==> src/rtl/alu_multi.sv <==
// rtl/alu_multi.sv - parametrised multi-accumulator ALU with flags and a shift-add multiplier
module alu_multi #(
    parameter int WIDTH = 8,
    parameter int NUM_ACC = 2,
    localparam int SEL_W = $clog2(NUM_ACC)
) (
    input  logic             clk,
    input  logic             rst_n,
    input  logic [3:0]       opcode,
    input  logic [SEL_W-1:0] sel,
    input  logic [WIDTH-1:0] data_in,
    output logic [WIDTH-1:0] data_out,
    output logic             busy
);

    typedef enum logic [3:0] {
        OP_NOP  = 4'h0, OP_LD   = 4'h1, OP_ADD  = 4'h2, OP_ADC  = 4'h3,
        OP_SUB  = 4'h4, OP_SBB  = 4'h5, OP_AND  = 4'h6, OP_OR   = 4'h7,
        OP_XOR  = 4'h8, OP_SHL  = 4'h9, OP_SHR  = 4'hA, OP_MUL  = 4'hB,
        OP_CMP  = 4'hC, OP_MOV  = 4'hD, OP_CLRF = 4'hE, OP_RDST = 4'hF
    } op_e;

    op_e                  op;
    logic [WIDTH-1:0]     acc [NUM_ACC];
    logic [3:0]           status;
    logic [3:0]           status_nxt;
    logic                 show_status;
    logic [SEL_W-1:0]     out_sel;
    logic [SEL_W-1:0]     mul_sel;
    logic [2*WIDTH-1:0]   mcand;
    logic [2*WIDTH-1:0]   product;
    logic [2*WIDTH-1:0]   product_nxt;
    logic [WIDTH-1:0]     mplier;
    logic [WIDTH-1:0]     mul_lo;
    logic [WIDTH-1:0]     mul_hi;
    logic [4:0]           mul_cnt;
    logic [WIDTH-1:0]     a;
    logic [WIDTH-1:0]     res;
    logic [WIDTH:0]       wide;
    logic                 wr_acc;
    logic                 upd_zn;

    assign op = op_e'(opcode);

    // Status bit order is {V, C, N, Z}; res is also the Z/N source for CMP, which does not write back.
    always_comb begin
        a          = acc[sel];
        res        = a;
        wide       = '0;
        wr_acc     = 1'b0;
        upd_zn     = 1'b0;
        status_nxt = status;
        case (op)
            OP_LD: begin
                res    = data_in;
                wr_acc = 1'b1;
                upd_zn = 1'b1;
            end
            OP_ADD, OP_ADC: begin
                wide = {1'b0, a} + {1'b0, data_in} + (WIDTH+1)'((op == OP_ADC) && status[2]);
                res  = wide[WIDTH-1:0];
                wr_acc = 1'b1;
                upd_zn = 1'b1;
                status_nxt[2] = wide[WIDTH];
                status_nxt[3] = (a[WIDTH-1] == data_in[WIDTH-1]) && (res[WIDTH-1] != a[WIDTH-1]);
            end
            OP_SUB, OP_SBB, OP_CMP: begin
                wide = {1'b0, a} - {1'b0, data_in} - (WIDTH+1)'((op == OP_SBB) && status[2]);
                res  = wide[WIDTH-1:0];
                wr_acc = (op != OP_CMP);
                upd_zn = 1'b1;
                status_nxt[2] = wide[WIDTH];
                status_nxt[3] = (a[WIDTH-1] != data_in[WIDTH-1]) && (res[WIDTH-1] != a[WIDTH-1]);
            end
            OP_AND, OP_OR, OP_XOR: begin
                if (op == OP_AND)     res = a & data_in;
                else if (op == OP_OR) res = a | data_in;
                else                  res = a ^ data_in;
                wr_acc = 1'b1;
                upd_zn = 1'b1;
                status_nxt[3] = 1'b0;
            end
            OP_SHL: begin
                res    = {a[WIDTH-2:0], 1'b0};
                wr_acc = 1'b1;
                upd_zn = 1'b1;
                status_nxt[2] = a[WIDTH-1];
                status_nxt[3] = 1'b0;
            end
            OP_SHR: begin
                res    = {1'b0, a[WIDTH-1:1]};
                wr_acc = 1'b1;
                upd_zn = 1'b1;
                status_nxt[2] = a[0];
                status_nxt[3] = 1'b0;
            end
            OP_MOV: begin
                res    = acc[data_in[SEL_W-1:0]];
                wr_acc = 1'b1;
                upd_zn = 1'b1;
            end
            OP_CLRF: status_nxt = '0;
            default: ;
        endcase
        if (upd_zn) begin
            status_nxt[0] = (res == '0);
            status_nxt[1] = res[WIDTH-1];
        end
    end

    // One shift-add step per busy cycle; the last step's sum goes straight to the accumulator.
    assign product_nxt = product + (mplier[0] ? mcand : '0);
    assign mul_lo      = product_nxt[WIDTH-1:0];
    assign mul_hi      = product_nxt[2*WIDTH-1:WIDTH];

    always_ff @(posedge clk) begin
        if (!rst_n) begin
            for (int i = 0; i < NUM_ACC; i++) acc[i] <= '0;
            status      <= '0;
            show_status <= 1'b0;
            out_sel     <= '0;
            busy        <= 1'b0;
            mcand       <= '0;
            mplier      <= '0;
            product     <= '0;
            mul_cnt     <= '0;
            mul_sel     <= '0;
        end else if (busy) begin
            product <= product_nxt;
            mcand   <= mcand << 1;
            mplier  <= mplier >> 1;
            mul_cnt <= mul_cnt + 5'd1;
            if (mul_cnt == 5'(WIDTH-1)) begin
                acc[mul_sel] <= mul_lo;
                status       <= {mul_hi != '0, mul_hi != '0, mul_lo[WIDTH-1], mul_lo == '0};
                busy         <= 1'b0;
            end
        end else begin
            out_sel     <= sel;
            show_status <= (op == OP_RDST);
            status      <= status_nxt;
            if (wr_acc) acc[sel] <= res;
            if (op == OP_MUL) begin
                mcand   <= {{WIDTH{1'b0}}, a};
                mplier  <= data_in;
                product <= '0;
                mul_cnt <= '0;
                mul_sel <= sel;
                busy    <= 1'b1;
            end
        end
    end

    assign data_out = show_status ? WIDTH'(status) : acc[out_sel];

endmodule

==> config.mk <==
export PLATFORM = sky130hd
export DESIGN_NAME = alu_multi
export DESIGN_NICKNAME = d
export VERILOG_FILES = /design/src/rtl/alu_multi.sv
export SDC_FILE = /design/constraint.sdc
export NUM_CORES = 1
export LEC_CHECK = 0
export CAP_MARGIN = 20
export CORE_UTILIZATION = 56
export DETAILED_ROUTE_END_ITERATION = 8
export PLACE_DENSITY_LB_ADDON = 0.25
export SLEW_MARGIN = 20
export SYNTH_ARGS = -nofsm -noshare
export SYNTH_HDL_FRONTEND = slang
export SYNTH_SLANG_ARGS = --single-unit
==> constraint.sdc <==
create_clock -name clk -period 4.55 [get_ports clk]
set_clock_uncertainty 0.1 [all_clocks]
set_input_delay 0.455 -clock clk [delete_from_list [all_inputs] [get_ports clk]]
set_output_delay 0.455 -clock clk [all_outputs]
set_load 0.02 [all_outputs]
==> qor.csv, run 1 <==
stage,metric,value,unit
floorplanning,num rows,37,
worst_hold_path,hold path start,mplier[7],
timing,post-route setup slack,449.6,ps
clock_tree,Clock Tree Buf Depth,2,
global_route,vias in the first global route,5618,
worst_hold_path,Tightest Hold Check Type,register to register,
floorplanning,core area,10370,sq um
critical_path,R2R Path End,status[2],
timing,setup violators final,0,
timing,relative slew slack,25.58,%
critical_path,Worst Setup Start Kind,register,
yosys,syn_area_per_cell,7.996,sq um
route,routed length per instance,21.02,um
final_layout,area grow syn2layout,10.57,%
floorplanning,top-level port count,24,
critical_path,Worst Setup EP,status[2],
clock_tree,H-tree depth,3,
route,Pre-antenna DRT Iters,6,
clock_tree,CTS buffer count,9,
clock_tree,Root Buffer Master,clkbuf_8,
global_route,first-pass GRT wire length,30310,um
critical_path,Setup CP Type,register to register,
power_and_ir_drop,maximum vdd drop,0.1937,mV
yosys,ys async rst share,0,%
yosys,number of distinct library cells after synthesis,77,
critical_path,CP required,4710,ps
placement,Port Buf Inserts,23,
power_and_ir_drop,Leakage,2.743,nW
route,number of routed nets with antenna violations,0,
route,vias,5932,
placement,HPWL reported at the end of detailed placement,14610,um
critical_path,Reg-to-Reg Start,mplier[0],
timing,final hold vios,0,
clock_tree,Worst-path clk slew,90,ps
power_and_ir_drop,Pwr Density,253.5,nW/um^2
critical_path,Critical Path AT,4260,ps
floorplanning,die area,11200,sq um
floorplanning,starting density of the core,58.22,%
clock_tree,Worst-Skew Late Latency,360,ps
run_status,status,"complete, no violations",
route,initial drt markers,566,
global_route,initial antenna violation count,0,
final_layout,# nets final,837,
clock_tree,CTS resizes,0,
critical_path,Reg2Reg Depth,10,
yosys,"EDFF count, synth",16,
critical_path,R2R Setup Slk,450,ps
placement,DP Worst Slack,248.7,ps
route,WL final,19220,um
final_layout,layout cells sized above 1,8.355,%
clock_tree,hold_buf cts,0,
critical_path,Crit. End Element,register,
yosys,Ys Warns,0,
final_layout,"most common cell after layout, fill and taps aside",nor2_1,
yosys,mapped cell area,6037,sq um
timing,worst slew pin tran,1106,ps
critical_path,CP max FO,17,
timing,fin crit share,90.12,%
timing,Max Fclk,243.9,MHz
timing,crit path time final,4100,ps
job,max-cap viol count,0,
floorplanning,Die W,105.8,um
global_route,total gr overflow,0,
timing,RSZ-0062 raised after global routing,false,
yosys,Synth Instances,755,
final_layout,Filler cells,933,
yosys,sequential fraction of the synthesis area,25.87,%
yosys,Mapped Nets,819,
timing,Final TNS setup,0,ps
clock_tree,CTS Sinks,70,
critical_path,CP Launch Point,mplier[0],
final_layout,# diodes,0,
global_route,Tot GR Track Use,35.08,%
placement,RD Place Congestion,1.004,
final_layout,most frequent cells in the layout,"nor2_1, nand2_1, a21oi_1",
clock_tree,CTS tree,yes,
route,Remaining DRCs,0,
global_route,largest net degree at the start of global routing,42,
route,post-DR vias/cell,6.490,
yosys,Synth Register Bits,70,
clock_tree,post-CTS setup buffer count,0,
floorplanning,die height,105.8,um
yosys,dominant synthesized flop cell,dfxtp_1,
timing,Slew Limit Fails,0,
-- area by class of cell --
type,instances,area (sq um),share of cell area [%]
tap,136,170.2,2.549
inverter,32,120.1,1.799
timing repair buffer,49,425.4,6.373
clock buffer,10,148.9,2.231
sequential,70,1563,23.41
multi-input combinational,611,4180,62.62
clock inverter,6,67.56,1.012
-- registers in the layout, summed over array words and instances (netlist names), named ones only --
register / count
acc: 16
mcand: 16
product: 16
mplier: 8
mul_cnt: 5
status: 4
busy: 1
mul_sel: 1
out_sel: 1
show_status: 1
-- where the power goes --
group	leakage (nW)	switching (W)	internal (W)	total [W]
Combinational	2.03	0.000277	0.000183	0.000461
Clock	0.106	0.000263	0.000289	0.000551
Sequential	0.607	0.0000243	0.000656	0.000680
-- critical path, cell delays in order (launching register included) --
cell       delay, ps
dfxtp_1          500
and2_1           270
ha_1             210
fa_1             430
a211o_1          320
a21o_4           240
a2111oi_4        340
nor4_1           140
or4_1            600
or4_1            550
a32o_2           290
-- worst min-delay path by stage --
| stage | to | slack, ps | cells after the start |
|---|---|---|---|
| 2_1_floorplan | mplier[7] | 340 | 2 |
| 3_3_place_gp | mplier[7] | 360 | 2 |
| 3_5_place_dp | mplier[7] | 350 | 2 |
| 4_1_cts | mplier[7] | 370 | 2 |
| 5_1_grt | mplier[7] | 390 | 2 |
| 6_report | mplier[7] | 370 | 2 |
-- per-layer routing --
metal / GRT usage, % / vias up / routed length, um
met5: 0 / - / 0
met4: 15.77 / 0 / 825
met3: 6.494 / 57 / 1491
met2: 55.37 / 261 / 8728
met1: 46.43 / 2821 / 8170
li1: - / 2793 / -
-- cells by family after synthesis --
logic type | count (synthesis) | synth area share [%]
buffers and inverters | 74 | 4.891
adders and majority gates | 49 | 10.78
and+or+nand+nor | 288 | 24.27
muxes | 35 | 5.824
AOI/OAI and AO/OA | 220 | 25.62
xor gates and xnor gates | 19 | 2.756
DFF | 70 | 25.87
-- cell usage after synthesis, types with 3 or more instances --
cell | count | area share (%)
nor2_1 | 74 | 4.6
nand2_1 | 70 | 4.4
a21oi_1 | 59 | 4.9
dfxtp_1 | 54 | 18
ha_1 | 44 | 9.1
clkbuf_1 | 37 | 2.3
nor2b_1 | 35 | 3.6
mux2i_1 | 34 | 5.6
inv_1 | 32 | 2.0
o21ai_0 | 32 | 2.7
and2_1 | 24 | 2.5
a211oi_1 | 21 | 2.6
a22o_1 | 16 | 2.3
edfxtp_1 | 16 | 8.0
nand3_1 | 12 | 0.99
nor3_1 | 12 | 0.99
nand2b_1 | 11 | 1.1
xor2_1 | 10 | 1.5
a31oi_1 | 9 | 0.93
o22ai_1 | 9 | 0.93
xnor2_1 | 9 | 1.3
o21a_1 | 8 | 0.99
or2_2 | 8 | 0.83
nand3b_1 | 7 | 0.87
o211ai_1 | 7 | 0.87
nor3b_1 | 6 | 0.75
fa_1 | 5 | 1.7
nor4_1 | 5 | 0.52
or4_1 | 5 | 0.62
a21o_1 | 4 | 0.50
a221o_1 | 4 | 0.66
a22oi_1 | 4 | 0.50
nand4_1 | 4 | 0.41
o31a_1 | 4 | 0.58
a2111oi_0 | 3 | 0.44
a221oi_1 | 3 | 0.44
a32oi_1 | 3 | 0.44
buf_1 | 3 | 0.19
o2111a_1 | 3 | 0.56
o2111ai_1 | 3 | 0.44
or3_1 | 3 | 0.31
-- stage by stage --
step           total power, W  hold slack (ps)  util, %  instance area [sq um]  std cells
6_report             0.001692            368.2    64.37                   6675        914
5_1_grt              0.001759            386.5    64.37                   6675        914
4_1_cts              0.001688            366.3    64.37                   6675        914
3_5_place_dp         0.001140            353.1    62.28                   6459        898
3_3_place_gp         0.001137            358.5    62.28                   6459        898
2_1_floorplan       0.0009823            336.4        -                   6037        755
Power figures use the tool's default switching activity.
==> run 2, diff against run 1 <==
- CTS_BUF_LIST: not set -> sky130_fd_sc_hd__clkbuf_16
==> run 2 against run 1 <==
Largest power group is now the clock network. Critical path type unchanged. Combinational power hardly changed. Setup slack worse by 23 ps. Power is 12% higher. Highest routed layer unchanged.
==> qor.csv, run 2 (same netlist as run 1, synthesis figures left out) <==
stage,metric,value,unit,change
run_status,status,"complete, no violations",,
clock_tree,Clock Tree Buf Depth,2,,unchanged
timing,worst slew pin tran,1060,ps,-45.73 ps
placement,RD Place Congestion,1.004,,unchanged
clock_tree,H-tree depth,3,,unchanged
clock_tree,hold_buf cts,0,,unchanged
clock_tree,CTS tree,yes,,
final_layout,# diodes,0,,unchanged
floorplanning,starting density of the core,58.22,%,unchanged
route,initial drt markers,579,,+2.3%
floorplanning,die height,105.8,um,unchanged
floorplanning,top-level port count,24,,unchanged
clock_tree,Worst-Skew Late Latency,340,ps,-20 ps
critical_path,"Slowest-stage cell, CP",or4_1,,
job,max-cap viol count,0,,unchanged
clock_tree,CTS resizes,0,,unchanged
global_route,largest net degree at the start of global routing,42,,unchanged
timing,Final TNS setup,0,ps,unchanged
final_layout,final core utilization,65.35,%,+0.98 points
clock_tree,Root Buffer Master,clkbuf_16,,
critical_path,Worst Setup EP,status[2],,
timing,setup violators final,0,,unchanged
critical_path,worst-path cell chain,"and2_1, ha_1, fa_1, a211o_1, a21o_4, a2111oi_4, nor4_1, or4_1, or4_1, a32o_2",,
route,post-DR vias/cell,6.539,,+0.76%
route,number of routed nets with antenna violations,0,,unchanged
timing,Max Fclk,242.5,MHz,-0.57%
critical_path,R2R Path End,status[2],,
route,Pre-antenna DRT Iters,6,,unchanged
placement,HPWL reported at the end of detailed placement,14610,um,unchanged
placement,Port Buf Inserts,23,,unchanged
critical_path,Worst Setup Start Kind,register,,
final_layout,"most common cell after layout, fill and taps aside",nor2_1,,
clock_tree,CTS buffer count,9,,unchanged
timing,RSZ-0062 raised after global routing,false,,
power_and_ir_drop,maximum vdd drop,0.2069,mV,+6.8%
route,metal3 WL,1463,um,-1.9%
critical_path,most frequent CP cell,or4_1,,
clock_tree,post-CTS setup buffer count,0,,unchanged
floorplanning,Die W,105.8,um,unchanged
route,top layer used by detailed routing,met4,,
critical_path,CP Launch Point,mplier[0],,
floorplanning,num rows,37,,unchanged
floorplanning,die area,11200,sq um,unchanged
critical_path,Reg-to-Reg Start,mplier[0],,
critical_path,Worst path max stage delay,600,ps,about the same
final_layout,sequential cell area,1563,sq um,unchanged
global_route,total gr overflow,0,,unchanged
power_and_ir_drop,Leakage,2.789,nW,+1.7%
worst_hold_path,Tightest Hold Check Type,register to register,,
final_layout,Multi-input gate area,4180,sq um,unchanged
timing,crit path time final,4124,ps,+23.48 ps
final_layout,biggest regs,"acc: 16 flops, mcand: 16 flops, product: 16 flops",,
route,met2 wire length,8750,um,+0.25%
critical_path,Critical Path AT,4260,ps,about the same
timing,Slew Limit Fails,0,,unchanged
global_route,vias in the first global route,5650,,+0.57%
critical_path,Crit. End Element,register,,
route,WL final,19440,um,+1.2%
final_layout,most frequent cells in the layout,"nor2_1, nand2_1, a21oi_1",,
final_layout,layout cells sized above 1,8.355,%,unchanged
global_route,first-pass GRT wire length,30500,um,+0.64%
final_layout,Filler cells,915,,-1.9%
global_route,Tot GR Track Use,35.56,%,+0.48 points
power_and_ir_drop,Pwr Density,279.1,nW/um^2,+10%
route,Remaining DRCs,0,,unchanged
route,routed length per instance,21.27,um,+1.2%
final_layout,# nets final,837,,unchanged
global_route,initial antenna violation count,0,,unchanged
final_layout,area grow syn2layout,12.25,%,
critical_path,R2R Setup Slk,430,ps,-20 ps
critical_path,Reg2Reg Depth,10,,unchanged
critical_path,Setup CP Type,register to register,,
clock_tree,CTS Sinks,70,,unchanged
critical_path,CP max FO,17,,unchanged
timing,relative slew slack,28.66,%,+3.1 points
floorplanning,core area,10370,sq um,unchanged
timing,final hold vios,0,,unchanged
route,Metal-1 WL,8304,um,+1.6%
clock_tree,Worst-path clk slew,60,ps,-30 ps
route,vias,5977,,+0.76%
timing,fin crit share,90.63,%,+0.52 points
worst_hold_path,Hold Path Depth,2,,unchanged
critical_path,CP required,4690,ps,-20 ps
[run 2: layout make-up]
cell class | count | share of cell area (%)
clock inverters | 6 | 0.9970
multi-input cells | 611 | 61.69
well taps | 136 | 2.511
repair buffers | 49 | 6.278
inverters | 32 | 1.773
clock buffers | 10 | 3.693
flip-flops and latches | 70 | 23.06
[run 2: routing by layer]
metal | vias to the layer above | track usage (%)
met5 | - | 0
met3 | 63 | 6.865
met2 | 248 | 54.76
met4 | 0 | 18.25
li1 | 2797 | -
met1 | 2869 | 47.14
[run 2: critical path, delay by kind of cell, from the launching register on]
kind | cells | cell delay (ps)
AO/OA/AOI/OAI | 4 | 1210
flip-flops | 1 | 490
adder cells (fa/ha/maj) | 2 | 640
AND/OR/NAND/NOR | 4 | 1570
[run 2: worst min path at each step]
| stage | start | end | slack, ps |
|---|---|---|---|
| finish | mplier[7] | mplier[7] | 360 |
| floorplan | mplier[7] | mplier[7] | 340 |
| global placement | mplier[7] | mplier[7] | 360 |
| detailed placement | mplier[7] | mplier[7] | 350 |
| CTS | mplier[7] | mplier[7] | 360 |
| global route | mplier[7] | mplier[7] | 380 |
[run 2: per-stage QoR]
step	cell area [sq um]	hold slack, ps	cells	worst slack [ps]	total power, W
after global routing	6777	383.0	914	283.8	0.001960
after CTS	6777	363.2	914	474.7	0.001887
after global placement	6459	358.5	898	331.8	0.001137
after detailed placement	6459	353.1	898	248.7	0.001140
after floorplan	6037	336.4	755	258.1	0.0009823
final	6777	362.7	914	426.1	0.001891
[run 2: where the power goes]
part | switching (W) | total [W] | internal [W]
Clock | 0.000290 | 0.000750 | 0.000460
Combinational | 0.000277 | 0.000461 | 0.000183
Sequential | 0.0000246 | 0.000681 | 0.000657
==> run 3, diff against run 2 <==
- CORE_UTILIZATION: 56 -> 30
- CTS_BUF_LIST: sky130_fd_sc_hd__clkbuf_16 -> sky130_fd_sc_hd__clkbuf_4 sky130_fd_sc_hd__clkbuf_8 sky130_fd_sc_hd__clkbuf_16
==> run 3 against run 2 <==
Critical endpoint is now status[0]. Sequential cell count stayed put. Combinational power is 1% lower. Non-clock buffer count is 2 higher. Die area is 85% higher. Cell count is 14% higher. Register-to-register slack better by 190 ps. Critical path depth is 3 higher. Critical path type is now primary input to register. Clock-buffer cell count is 1 lower.
==> qor.csv, run 3 (same netlist as run 1, synthesis figures left out) <==
stage,metric,value,unit,change
clock_tree,Worst-Skew Late Latency,340,ps,about the same
clock_tree,CTS Sinks,70,,unchanged
timing,relative slew slack,33.21,%,+4.5 points
floorplanning,starting density of the core,30.82,%,-27 points
global_route,vias in the first global route,5215,,-7.7%
run_status,status,"complete, no violations",,
power_and_ir_drop,sequential power share,37.1,%,+1.1 points
global_route,routing usage on met3,2.632,%,-4.2 points
timing,worst slew pin tran,998.2,ps,-62.15 ps
placement,Port Buf Inserts,23,,unchanged
final_layout,post-route insts no fill,1045,,+14%
critical_path,Worst Setup Start Kind,primary input,,
floorplanning,Die W,143.9,um,+36%
placement,HPWL reported at the end of detailed placement,14110,um,-3.5%
final_layout,final core utilization,35.38,%,-30 points
floorplanning,die height,143.9,um,+36%
clock_tree,Clock Tree Buf Depth,2,,unchanged
global_route,first-pass GRT wire length,29350,um,-3.8%
route,initial drt markers,456,,-21%
critical_path,Critical Path AT,4300,ps,+40 ps
placement,RD Place Congestion,0.8977,,-11%
route,vias,5563,,-6.9%
critical_path,Crit. End Element,register,,
final_layout,Final Cell Area,6932,sq um,+2.3%
global_route,initial antenna violation count,0,,unchanged
power_and_ir_drop,maximum vdd drop,0.1765,mV,-15%
final_layout,Filler cells,2059,,+130%
floorplanning,die area,20690,sq um,+85%
floorplanning,num rows,51,,+38%
critical_path,CP required,4730,ps,+40 ps
timing,setup violators final,0,,unchanged
worst_hold_path,Tightest Hold Check Type,register to register,,
final_layout,most frequent cells in the layout,"nor2_1, nand2_1, a21oi_1",,
global_route,total gr overflow,0,,unchanged
route,Remaining DRCs,0,,unchanged
power_and_ir_drop,Pwr Density,264.9,nW/um^2,-5.1%
critical_path,CP max FO,4,,-13
job,max-cap viol count,0,,unchanged
timing,fin crit share,90.57,%,about the same
route,number of routed nets with antenna violations,0,,unchanged
clock_tree,post-CTS setup buffer count,0,,unchanged
power_and_ir_drop,net load switching power,0.0005705,W,-3.6%
final_layout,biggest regs,"acc: 16 flops, mcand: 16 flops, product: 16 flops",,
power_and_ir_drop,cell-internal power,0.001266,W,-2.6%
clock_tree,Root Buffer Master,clkbuf_16,,
clock_tree,CTS resizes,0,,unchanged
final_layout,# diodes,0,,unchanged
timing,crit path time final,4121,ps,-2.804 ps
final_layout,"most common cell after layout, fill and taps aside",nor2_1,,
timing,RSZ-0062 raised after global routing,false,,
power_and_ir_drop,Logic pwr share,24.8,%,+0.4 points
timing,worst hold margin,356.7,ps,-5.961 ps
global_route,Tot GR Track Use,18.59,%,-17 points
clock_tree,H-tree depth,3,,unchanged
placement,Placed Cells incl. Taps,1029,,+15%
placement,DP Area,6635,sq um,+2.7%
final_layout,area grow syn2layout,14.82,%,
floorplanning,core area,19590,sq um,+89%
route,Pre-antenna DRT Iters,5,,-1
route,post-DR vias/cell,5.323,,-19%
critical_path,Setup CP Type,primary input to register,,
clock_tree,Worst-path clk slew,60,ps,about the same
final_layout,# nets final,839,,+0.24%
timing,Slew Limit Fails,0,,unchanged
clock_tree,CTS tree,yes,,
timing,final hold vios,0,,unchanged
power_and_ir_drop,Clock Power Share,38.1,%,-1.5 points
route,WL final,18550,um,-4.6%
power_and_ir_drop,Leakage,2.798,nW,+0.32%
global_route,layer with the highest usage,met2,,
timing,Max Fclk,242.7,MHz,about the same
power_and_ir_drop,sw frac,31.07,%,-0.23 points
final_layout,layout cells sized above 1,8.718,%,+0.36 points
global_route,largest net degree at the start of global routing,39,,-7.1%
clock_tree,CTS buffer count,9,,unchanged
global_route,GR Layer Usage met2,28.50,%,-26 points
clock_tree,hold_buf cts,0,,unchanged
timing,Final TNS setup,0,ps,unchanged
route,routed length per instance,17.75,um,-17%
floorplanning,top-level port count,24,,unchanged
global_route,met1 Use GR,26.30,%,-21 points
[run 3: final timing paths]
kind / slack, ps / start / endpoint / cells past startpoint
max: 430 / sel / status[0] / 13
min: 360 / mplier[7] / mplier[7] / 2
max reg2reg: 620 / mplier[0] / status[2] / 10
min reg2reg: 360 / mplier[7] / mplier[7] / 2
[run 3: worst max-delay path: stages]
cell and delay (ps):
clkdlybuf4s50_1 490, mux2i_1 270, inv_1 160, fa_1 470
inv_1 90, fa_1 210, nand2b_1 90, a2111oi_0 650
nor3_1 160, xor2_1 170, a221o_1 400, a2111oi_0 470
a31o_2 210
[run 3: power groups by stage]
stage | registers, W | clock network (W) | logic [W]
detailed placement | 0.000694 | 0 | 0.000446
floorplan | 0.000680 | 0 | 0.000303
global placement | 0.000694 | 0 | 0.000451
finish | 0.000681 | 0.000699 | 0.000456
global route | 0.000683 | 0.000747 | 0.000495
CTS | 0.000681 | 0.000715 | 0.000449
[run 3: per-stage QoR]
stage,total power [W],setup slack (ps)
finish,0.001836,428.9
global route,0.001926,318.0
CTS,0.001844,495.9
global placement,0.001145,269.4
floorplan,0.0009823,258.1
detailed placement,0.001141,169.0
[run 3: final cells by class]
cell class / instances / area (sq um) / area share, %
multi-input combinational: 611 / 4180 / 60.31
sequential: 70 / 1563 / 22.55
timing repair buffer: 51 / 440.4 / 6.354
tap: 265 / 331.6 / 4.783
clock buffer: 9 / 225.2 / 3.249
inverter: 32 / 120.1 / 1.733
clock inverter: 7 / 71.32 / 1.029
[run 3: routing by layer]
layer	vias up	share of wire (%)
met5	-	0
met4	0	2.2
met3	21	4.0
met2	125	44
met1	2622	50
li1	2795	-
